`config.mk`:
```
export PLATFORM = sky130hd
export DESIGN_NAME = pixel_stream_arbiter
export DESIGN_NICKNAME = d
export VERILOG_FILES = /design/src/rtl/pixel_stream_arbiter.sv
export SDC_FILE = /design/constraint.sdc
export NUM_CORES = 1
export LEC_CHECK = 0
export BUFFER_PORTS_ARGS = -buffer_cell sky130_fd_sc_hd__buf_2
export CORE_ASPECT_RATIO = 0.5
export CORE_MARGIN = 1.5
export CORE_UTILIZATION = 35
export DETAILED_ROUTE_END_ITERATION = 10
export MAX_ROUTING_LAYER = met4
export REMOVE_ABC_BUFFERS = 1
export SLEW_MARGIN = 10
export SYNTH_ARGS = -nofsm -noshare
export SYNTH_HDL_FRONTEND = slang
export SYNTH_SLANG_ARGS = --single-unit
```
`constraint.sdc`:
```
create_clock -name clk -period 1.5 [get_ports clk]
set_input_delay 0.15 -clock clk [delete_from_list [all_inputs] [get_ports clk]]
set_output_delay 0.15 -clock clk [all_outputs]
set_load 0.05 [all_outputs]
```
`src/rtl/pixel_stream_arbiter.sv`:
```
// pixel_stream_arbiter
//   Round-robin arbiter that shares one registered RGB pixel stream between
//   NUM_SRC valid/ready pixel sources. A grant lasts until the granted source
//   sends its last pixel or MAX_BURST pixels have been taken, whichever comes
//   first. Each forwarded pixel is tagged with the index of its source.
//
// Ports
//   clk      in   rising-edge clock
//   rst_n    in   asynchronous active-low reset
//   s_valid  in   [NUM_SRC]        per-source pixel valid
//   s_pixel  in   [NUM_SRC*PIX_W]  source i pixel at [i*PIX_W +: PIX_W]
//   s_last   in   [NUM_SRC]        per-source end-of-packet flag
//   s_ready  out  [NUM_SRC]        per-source accept, at most one bit high
//   m_valid  out                   output pixel valid
//   m_pixel  out  [PIX_W]          output pixel {R,G,B}
//   m_last   out                   s_last of the forwarded pixel
//   m_src    out  [clog2(NUM_SRC)] source index of m_pixel
//   m_ready  in                    downstream accept
//   busy     out                   high while a grant is active
module pixel_stream_arbiter #(
    parameter int unsigned NUM_SRC   = 2,
    parameter int unsigned PIX_W     = 24,
    parameter int unsigned MAX_BURST = 16
) (
    input  logic                       clk,
    input  logic                       rst_n,
    input  logic [NUM_SRC-1:0]         s_valid,
    input  logic [NUM_SRC*PIX_W-1:0]   s_pixel,
    input  logic [NUM_SRC-1:0]         s_last,
    output logic [NUM_SRC-1:0]         s_ready,
    output logic                       m_valid,
    output logic [PIX_W-1:0]           m_pixel,
    output logic                       m_last,
    output logic [$clog2(NUM_SRC)-1:0] m_src,
    input  logic                       m_ready,
    output logic                       busy
);

    localparam int unsigned SRC_W  = $clog2(NUM_SRC);
    // One extra count value so the increment on the final beat cannot wrap.
    localparam int unsigned BEAT_W = $clog2(MAX_BURST + 1);
    localparam logic [SRC_W-1:0]  LAST_SRC  = SRC_W'(NUM_SRC - 1);
    localparam logic [BEAT_W-1:0] LAST_BEAT = BEAT_W'(MAX_BURST - 1);

    typedef enum logic {
        IDLE,
        GRANT
    } state_t;

    state_t             state, state_nxt;
    logic [SRC_W-1:0]   gnt, gnt_nxt;
    logic [SRC_W-1:0]   rr_ptr, rr_ptr_nxt;
    logic [BEAT_W-1:0]  beat_cnt, beat_nxt;

    logic [SRC_W-1:0]   pick;
    logic [SRC_W-1:0]   cand;
    logic               found;
    logic               out_free;
    logic               xfer;
    logic               pkt_end;
    logic [PIX_W-1:0]   sel_pixel;
    logic [PIX_W-1:0]   pix_arr [NUM_SRC];

    for (genvar g = 0; g < NUM_SRC; g++) begin : g_unpack
        assign pix_arr[g] = s_pixel[g*PIX_W +: PIX_W];
    end

    // First requesting source at or after rr_ptr, wrapping past NUM_SRC-1.
    always_comb begin
        pick  = rr_ptr;
        found = 1'b0;
        cand  = '0;
        for (int unsigned i = 0; i < NUM_SRC; i++) begin
            cand = SRC_W'((32'(rr_ptr) + i) % NUM_SRC);
            if (!found && s_valid[cand]) begin
                found = 1'b1;
                pick  = cand;
            end
        end
    end

    assign out_free  = !m_valid || m_ready;
    assign xfer      = (state == GRANT) && s_valid[gnt] && out_free;
    assign pkt_end   = s_last[gnt] || (beat_cnt == LAST_BEAT);
    assign sel_pixel = pix_arr[gnt];
    assign busy      = (state == GRANT);

    always_comb begin
        s_ready = '0;
        if (state == GRANT) begin
            s_ready[gnt] = out_free;
        end
    end

    always_comb begin
        state_nxt  = state;
        gnt_nxt    = gnt;
        rr_ptr_nxt = rr_ptr;
        beat_nxt   = beat_cnt;
        case (state)
            IDLE: begin
                if (found) begin
                    gnt_nxt   = pick;
                    beat_nxt  = '0;
                    state_nxt = GRANT;
                end
            end
            GRANT: begin
                if (xfer) begin
                    beat_nxt = beat_cnt + 1'b1;
                    // Burst cutoff rotates the grant but leaves m_last alone.
                    if (pkt_end) begin
                        state_nxt  = IDLE;
                        rr_ptr_nxt = (gnt == LAST_SRC) ? '0 : gnt + 1'b1;
                    end
                end
            end
            default: state_nxt = IDLE;
        endcase
    end

    always_ff @(posedge clk or negedge rst_n) begin
        if (!rst_n) begin
            state    <= IDLE;
            gnt      <= '0;
            rr_ptr   <= '0;
            beat_cnt <= '0;
        end else begin
            state    <= state_nxt;
            gnt      <= gnt_nxt;
            rr_ptr   <= rr_ptr_nxt;
            beat_cnt <= beat_nxt;
        end
    end

    always_ff @(posedge clk or negedge rst_n) begin
        if (!rst_n) begin
            m_valid <= 1'b0;
            m_pixel <= '0;
            m_last  <= 1'b0;
            m_src   <= '0;
        end else if (xfer) begin
            m_valid <= 1'b1;
            m_pixel <= sel_pixel;
            m_last  <= s_last[gnt];
            m_src   <= gnt;
        end else if (m_ready) begin
            m_valid <= 1'b0;
        end
    end

endmodule
```
After elaboration in Yosys (flattened, before gate mapping)
Cells that the tools add are included.
{"block": "word_totals", "word_cells": 61, "ff_bits": 35, "output_inout_bits": 30, "input_bits": 55}
{"block": "op_classes", "order_cmp": 5, "n_mux": 27, "n_reduce_logical": 12, "addsub": 3, "n_eq_ne": 3, "n_bitwise": 3}
{"operator": "$mux W24", "n": 3}
{"operator": "$mux W1", "n": 18}
{"operator": "$mux W5", "n": 2}
{"operator": "$pmux W5 S2", "n": 1}
{"operator": "$lt A1 B2 Y1 const B", "n": 3}
{"operator": "$add A5 B1 Y5 const B", "n": 1}
{"operator": "$eq A5 B4 Y1 const B", "n": 1}
{"operator": "$logic_and A1 B1 Y1", "n": 4}
{"operator": "$reduce_and A2 Y1", "n": 2}
{"operator": "$reduce_and A3 Y1", "n": 1}
{"operator": "$add A1 B1 Y1 const B", "n": 2}
{"operator": "$and A2 B2 Y2", "n": 1}
{"operator": "$ge A2 B2 Y1 const B", "n": 1}
{"operator": "$logic_not A1 Y1", "n": 2}
{"operator": "$logic_or A1 B1 Y1", "n": 2}
{"operator": "$mux W2", "n": 1}
{"operator": "$ne A2 B1 Y1 const B", "n": 1}
{"operator": "$ne A2 B2 Y1 const B", "n": 1}
{"operator": "$not A1 Y2", "n": 1}
{"operator": "$pmux W1 S2", "n": 1}
{"operator": "$reduce_bool A2 Y1", "n": 1}
{"operator": "$demux W1 S1", "n": 1}
{"operator": "$ge A1 B1 Y1 const B", "n": 1}
{"operator": "$not A1 Y1", "n": 1}

Depth between registers and ports, before layout
Gate-level depths: netlist (run 1).
{"block": "depth", "ltp_word": 8, "mapped_depth": 6, "depth_no_buf": 6}

Worst setup path after synthesis (run 1)
OpenSTA, ideal clock, no wires.
{"block": "synth_path", "path_kind": "flip-flop to output port", "startpoint": "reg state (netlist: busy)", "endpoint": "out s_ready[0]", "path_buffers": 0, "stages_incl_launch_ff": 3, "t_required_ps": 1350, "t_arrival_ps": 1993, "slack_ps": -643, "cell_sequence": "dfrtp_1 > inv_2 > nor3_1"}
{"block": "synth_between", "elab_chain_cells": 1}
{"element": "start, declared", "line": "50", "source": "state_t state, state_nxt;"}
{"element": "start signal, assigned", "line": "129", "source": "state <= state_nxt;"}
{"element": "$mux W2", "line": "90", "source": "if (state == GRANT) begin"}
{"element": "end, declared", "line": "30", "source": "output logic [NUM_SRC-1:0] s_ready,"}
Every way passes these cells.

Worst setup path after layout (run 1)
{"block": "layout_path", "startpoint": "reg gnt", "endpoint": "out s_ready[0]"}
{"block": "layout_between", "elab_chain_cells": 6, "word_cells_on_any_way": 7, "cone_classes": "order compare: 2; mux: 3; bitwise: 1; reduce/logical: 1"}
{"element": "start, declared", "line": "51", "source": "logic [SRC_W-1:0] gnt, gnt_nxt;"}
{"element": "start signal, assigned", "line": "130", "source": "gnt <= gnt_nxt;"}
{"element": "$lt A1 B2 Y1 (not written as such) / $ge A1 B1 Y1 (equally long branches)", "line": "91", "source": "s_ready[gnt] = out_free;"}
{"element": "$logic_and A1 B1 Y1 (not written as such)", "line": "91"}
{"element": "$mux W1 (not written as such)", "line": "91"}
{"element": "$demux W1 S1 *", "line": "91"}
{"element": "$and A2 B2 Y2 (no line) *"}
{"element": "$mux W2 *", "line": "90"}
Mark *: on every way between the ends. The rest lies on a longest branch, timed or not.

==> results by group, run 1 <==
Yosys
  – Number of synthesized flops with an enable pin: 0
  – Seq/Total Area, Yosys: 48.6%
  – Area leader, netlist: dfrtp_1
  – Ys Warns: 0
  – Top area cells in the synthesized netlist: dfrtp_1 (49%), mux2i_1 (14%), a31oi_1 (8.7%)
  – Ys async rst share: 100%
  – Seq cells post-synth: 35
  – Top-area cell type share of the netlist area: 48.6%
  – Count of cell types in the netlist: 33
  – Synthesized instance count: 164
  – Synth Flop Type: dfrtp_1
  – Mean Syn Cell Area: 11.0 µm²
  – Cell area after synthesis: 1800 µm²

Floorplan
  – Starting Density: 36.5%
  – IO Pins: 85
  – # rows: 18
  – Die width: 104 µm
  – Core ar.: 4930 µm²
  – Die ar.: 5610 µm²
  – Die Y: roughly 54 µm

CTS
  – Cts bufs inserted: 5
  – Later-pin clock latency in the skew report: 280 ps
  – H-tree Lvls: 2
  – Clk buf depth: 2
  – Reg clk slew, reported paths: 70 ps
  – CTS tree: done
  – CTS sink cnt: 35
  – CTS root buf: clkbuf_8

Critical path
  – Worst reg2reg setup slack: 40 ps
  – Setup CP Type: flip-flop to primary output
  – Critical path data arrival time: 1320 ps
  – Worst r2r src: gnt
  – RR Endpoint: m_src
  – CP Capture Point: s_ready[0]
  – Reg2reg path depth: 4
  – Crit path launch: gnt
  – CP Launch Type: flip-flop
  – Crit-path max FO: 4
  – Worst Path Required: 1350 ps
  – Crit end category: primary output

Route
  – DR DRC count: 0
  – Vias/cell: 5.15
  – WL/cell: 14.9 µm
  – Post-DRT Antenna Nets: 0
  – DRT Wirelength: around 5000 µm
  – DR pass1 iterations: 4
  – Drt initial violations: 71
  – DR vias: 1689

STA
  – Skew final: ~3.4 ps
  – Actual slew at the worst max-slew pin: ~460 ps
  – Final period util: 97.9%
  – Min Hold Slack: 166 ps
  – Slew headroom: 69.2%
  – Tmin final: ~1500 ps
  – Hold Fails Final Rpt: 0
  – Max Clk Rate: 0.681 GHz
  – RSZ-0062 raised after global routing: yes
  – # setup viols final: 0
  – Fin. max-slew vios: 0

Layout
  – Final #Nets: 315
  – Fin cells: about 330
  – Antenna cell count: 0
  – Area grow syn2layout: 41.9%
  – Ratio of cells with drive above 1 in the final layout: 47.3%

GRT
  – Initial antenna violation count: 0
  – Largest net degree at the start of global routing: 36
  – First-pass GRT wire length: roughly 7600 µm
  – Vias in the first global route: approximately 1600
  – GR peak layer: met2
  – M3 GR Usage: 4.00%
  – Overflow left after global routing: 0
  – Met1 Use GR: 22.4%
  – Gr usage total: 18.2%
  – Met2 Track Usage GR: 31.4%

Placement
  – Number of port buffers: 84
  – Routability cong.: 0.804
  – Dpl cells: 316
  – Post-DP HPWL: 3410 µm

Job
  – MaxCap Viol Count: 0

Pwr
  – Pleak: 1.21 nW
  – PD cells: 2560 nW/µm²
  – Max IR drop VDD: 758 µV

Hold path
  – Min-Delay Path Class: input port to flip-flop

Run status
  – Status: complete, no violations
cells by family after synthesis:
| group | after synthesis | synth area share (%) |
|---|---|---|
| AO/OA/AOI/OAI | 60 | 19.9 |
| XOR/XNOR | 1 | 0.487 |
| adder cells (fa/ha/maj) | 2 | 1.39 |
| buffers and inverters | 17 | 4.93 |
| flip-flops | 35 | 48.6 |
| multiplexers | 31 | 18.4 |
| AND/OR/NAND/NOR | 18 | 6.26 |
what timing repair did:
item / in CTS / in global routing
setup buffers: 1 / 3
endpoints found under the hold margin: 35 / 0
gates resized for setup: 7 / 13
hold buffers: 1 / 0
pin swaps: 1 / 2
setup endpoints to repair: 2 / 28
power by group:
group,total (mW),switching [mW],internal (mW),leakage (nW)
sequential,1.71,0.307,1.40,0.395
clock,0.823,0.336,0.487,0.0513
combinational,4.00,2.68,1.33,0.761
total,6.54,3.32,3.21,1.21
flip-flops by register name (all words and copies together) (netlist names):
register and count:
busy 1, gnt 1, rr_ptr 1, m_last 1
beat_cnt 5, m_valid 1, m_pixel 24, m_src 1
Yosys cell counts, types with 2 or more instances:
cell / instances
o21ai_0: 3
inv_1: 2
clkbuf_1: 3
nand2_1: 4
a21oi_1: 25
nand3_1: 2
nor2_1: 3
buf_4: 5
mux2_2: 2
o311ai_0: 3
a31oi_1: 25
ha_1: 2
and3_1: 2
dfrtp_1: 35
buf_2: 5
mux2i_1: 26
per-stage QoR:
stage	setup TNS [ps]	util, %	setup WS, ps	area (µm²)	power [mW]
3_3_place_gp	0	47.3	103	2330	5.40
3_5_place_dp	0	47.3	81.2	2330	5.46
6_report	0	51.8	31.7	2550	6.54
4_1_cts	0	50.3	7.74	2480	6.38
2_1_floorplan	-24200	-	-1080	1720	4.38
5_1_grt	-89.9	51.8	-27.9	2550	6.90
worst max-delay path, cell delays in order (launching register included):
cell	delay, ps
dfrtp_1	420
buf_6	150
buf_12	120
nor3_4	160
buf_6	180
final cells by class:
cell class,instances,area [µm²]
Fill cell,449,2380
Multi-Input combinational cell,112,886
Sequential cell,35,877
Timing Repair Buffer,101,591
Tap cell,70,87.6
Clock buffer,6,72.6
Clock inverter,1,30.0
Inverter,3,11.3
cell usage in the layout, fill, tap and decap left out, types with 2 or more instances in the layout:
cell type  count
a21oi_1       25
a31oi_1       22
a31oi_2        3
and3_1         2
buf_2         82
buf_4         12
buf_6          4
clkbuf_8       5
dfrtp_1       34
inv_1          2
mux2_2         2
mux2i_1       26
nand2_1        4
nand3_1        2
nor2_1         2
nor3_4         2
o21ai_0        3
o311ai_0       2
how the worst min path moves through the flow:
stage | from | endpoint | slack (ps) | cells past startpoint
2_1_floorplan | rst_n | beat_cnt[0] | -150 | 0
3_3_place_gp | rst_n | m_pixel[0] | 210 | 2
3_5_place_dp | rst_n | m_pixel[19] | 220 | 2
4_1_cts | s_pixel[15] | m_pixel[15] | 160 | 3
5_1_grt | s_pixel[2] | m_pixel[2] | 180 | 3
6_report | s_pixel[13] | m_pixel[13] | 170 | 3
per-layer routing:
metal	up-vias	share of wire (%)
li1	816	-
met1	844	44
met2	27	53
met3	2	2.7
met4	0	0.55
met5	-	0
Note: power is estimated with default switching activity, not from simulation.
==> run 2: changes to the inputs <==
--- a/config.mk
+++ b/config.mk
@@ -5,6 +5,7 @@
 export SDC_FILE = /design/constraint.sdc
 export NUM_CORES = 1
 export LEC_CHECK = 0
+export ABC_AREA = 1
 export BUFFER_PORTS_ARGS = -buffer_cell sky130_fd_sc_hd__buf_2
 export CORE_ASPECT_RATIO = 0.5
 export CORE_MARGIN = 1.5
==> run 2 against run 1 <==
Core utilization down 4.1 points. Routed wire length down 15%. Register-to-register slack better by 90 ps. Worst hold slack improved by 8.1 ps. Critical path depth unchanged. Sequential power hardly changed. Sequential share of layout area decreased by 0.76 points. Count of clock-buffer cells in the layout unchanged. Flip-flop and latch count is the same.
==> results by group, run 2 <==
Placement
  – Number of port buffers: 84 (unchanged)
  – Area after DPL: 2440 µm² (+4.4%)
  – Post-DP HPWL: 3170 µm (-6.9%)
  – Routability cong.: 0.735 (-8.6%)

Layout
  – Largest registers: m_pixel: 24 flops, beat_cnt: 5 flops
  – Ratio of cells with drive above 1 in the final layout: 61.6% (+14 points)
  – Largest register by flop count: m_pixel
  – Area grow syn2layout: 32.0%
  – Final #Nets: 349 (+11%)
  – Most common cell after layout, fill and taps aside: buf_2
  – Largest register FFs: 24 (unchanged)
  – Antenna cell count: 0 (unchanged)
  – Cell area after layout: 2610 µm² (+2.1%)
  – Most frequent cells in the layout: buf_2 (82), dfrtp_1 (35), o21ai_2 (30)

CTS
  – H-tree Lvls: 2 (unchanged)
  – Clk buf depth: 2 (unchanged)
  – Cts bufs inserted: 5 (unchanged)
  – Reg clk slew, reported paths: 50 ps (-20 ps)
  – CTS tree: done
  – CTS sink cnt: 35 (unchanged)
  – CTS root buf: clkbuf_16
  – Later-pin clock latency in the skew report: 270 ps (about the same)

Yosys
  – Post-synth top cells: dfrtp_1 (35), o21ai_2 (30), nand2_2 (28)
  – Cell area after synthesis: 1980 µm² (+9.8%)
  – Top area cells in the synthesized netlist: dfrtp_1 (44%), o21ai_2 (13%), nand2_2 (8.9%)
  – Number of synthesized flops with an enable pin: 0 (unchanged)
  – Count of cell types in the netlist: 23 (-30%)
  – Mean Syn Cell Area: 9.69 µm² (-12%)
  – Synth Flop Type: dfrtp_1
  – Top-area cell type share of the netlist area: 44.3% (-4.3 points)
  – Ys Warns: 0 (unchanged)
  – Synthesized instance count: 204 (+24%)
  – Area leader, netlist: dfrtp_1
  – Ys async rst share: 100% (unchanged)
  – Seq cells post-synth: 35 (unchanged)
  – Most common cell in the synthesized netlist: dfrtp_1
  – Seq/Total Area, Yosys: 44.3% (-4.3 points)

Floorplan
  – # rows: 19 (+1)
  – Die Y: 56.1 µm (+4.5%)
  – Die ar.: 6140 µm² (+9.4%)
  – Starting Density: 36.2% (-0.35 points)
  – Core ar.: 5470 µm² (+11%)
  – IO Pins: 85 (unchanged)
  – Die width: 109 µm (+4.6%)

Route
  – DRT Wirelength: 4160 µm (-15%)
  – Drt initial violations: 62 (-13%)
  – Vias/cell: 4.53 (-12%)
  – DR DRC count: 0 (unchanged)
  – DR vias: 1654 (-2.1%)
  – Post-DRT Antenna Nets: 0 (unchanged)
  – WL/cell: 11.4 µm (-24%)
  – DR pass1 iterations: 4 (unchanged)

GRT
  – Overflow left after global routing: 0 (unchanged)
  – Vias in the first global route: 1595 (-1.3%)
  – First-pass GRT wire length: 6950 µm (-9.0%)
  – Initial antenna violation count: 0 (unchanged)
  – Gr usage total: 14.9% (-3.4 points)
  – Largest net degree at the start of global routing: 35 (-2.8%)

STA
  – Fin. max-slew vios: 0 (unchanged)
  – RSZ-0062 raised after global routing: no
  – Final period util: 95.4% (-2.5 points)
  – Slew headroom: 64.5% (-4.7 points)
  – Hold Fails Final Rpt: 0 (unchanged)
  – Min Hold Slack: 174 ps (+8.06 ps)
  – Max Clk Rate: 0.699 GHz (+2.7%)
  – Tmin final: 1430 ps (-38.0 ps)
  – Skew final: 6.10 ps (+2.70 ps)
  – # setup viols final: 0 (unchanged)
  – Actual slew at the worst max-slew pin: 532 ps (+70.3 ps)

Pwr
  – Overall power: 6.59 mW (+0.91%)
  – Max IR drop VDD: 1080 µV (+42%)
  – PD cells: 2530 nW/µm² (-1.2%)
  – Pleak: 1.31 nW (+8.3%)

Critical path
  – Critical path buffers and inverters: 3 (unchanged)
  – Crit-path max FO: 28 (+24)
  – Slowest CP cell: dfrtp_1
  – CP Launch Type: flip-flop
  – Critical path data arrival time: 1280 ps (-40 ps)
  – Worst Path Required: 1350 ps (about the same)
  – Crit-path cells: inv_2 -> buf_6 -> nor2_1 -> buf_4
  – Setup CP Type: flip-flop to primary output
  – CP max stage delay: 410 ps (about the same)
  – Crit-path leading delay family: buffers and inverters
  – Crit end category: primary output

Hold path
  – Min-Delay Path Class: input port to flip-flop

Job
  – MaxCap Viol Count: 0 (unchanged)

Run status
  – Status: complete, no violations
run 2: changes by cell type after synthesis, sizes merged, moves of 3 or more:
cell	previous run	this run
clkbuf	3	0
nor2	3	7
a31oi	25	0
or2	0	24
inv	3	8
mux2	4	0
o21ai	3	54
o311ai	3	0
nand2	4	48
mux2i	27	0
a21oi	25	0
nand3	3	10
run 2: cell families (layout without fill, tap and decap cells):
group           Yosys count  count (layout)  synth area share [%]
flops                    35              35                  44.3
compound gates           55              55                  19.7
simple gates             91              91                  26.8
buf+inv                  20             108                  7.47
xor+xnor                  1               1                 0.443
fa+ha+maj                 2               2                  1.27
run 2: routing by layer:
layer	global-route usage, %	vias up	wire (µm)
met4	3.34	0	38
met5	-	-	0
met2	25.2	26	2160
li1	-	846	-
met3	3.51	5	167
met1	18.1	777	1800
run 2: power by group:
part / internal [mW] / switching, mW / total, mW
clock: 0.646 / 0.348 / 0.995
combinational: 1.15 / 2.73 / 3.89
sequential: 1.39 / 0.325 / 1.71
run 2: what timing repair did:
action | 4_1_cts | 5_1_grt
resized for setup | 3 | 1
hold endpoints to repair | 21 | 0
buffers inserted | 0 | 1
pin swaps | 0 | 0
endpoints found under the setup margin | 2 | 5
hold buffers | 1 | 0
run 2: path summary, 6_finish.rpt:
kind                               endpoint         from  cells past startpoint  slack, ps
worst max-delay path             s_ready[1]          gnt                      4         70
worst min register to register  m_pixel[16]  m_pixel[16]                      2        480
max in group asynchronous            rr_ptr        rst_n                      3        590
worst max register to register         busy  beat_cnt[0]                      9        130
worst min-delay path                    gnt   s_valid[1]                      3        170
min in group asynchronous       beat_cnt[1]        rst_n                      2        390
run 2: worst min-delay path: cells and delay by family:
family	cells	cell delay (ps)
buffers and inverters	1	130
and+or+nand+nor	1	50
AOI/OAI and AO/OA	1	80
run 2: metrics by stage:
| step | utilization [%] | cells | setup TNS [ps] | setup WS [ps] |
|---|---|---|---|---|
| floorplan | - | 192 | -19710 | -618 |
| global placement | 44.6 | 356 | 0 | 158 |
| detailed placement | 44.6 | 356 | 0 | 122 |
| CTS | 47.5 | 364 | 0 | 17.2 |
| global route | 47.7 | 365 | 0 | 9.64 |
| finish | 47.7 | 365 | 0 | 69.6 |
run 2: final cells by class:
cell class / instances / area (µm²)
clock buffer: 6 / 139
multi-input combinational: 149 / 956
tap: 73 / 91.3
timing repair buffer: 93 / 512
clock inverter: 1 / 5.00
inverter: 8 / 30.0
fill: 533 / 2860
sequential: 35 / 876
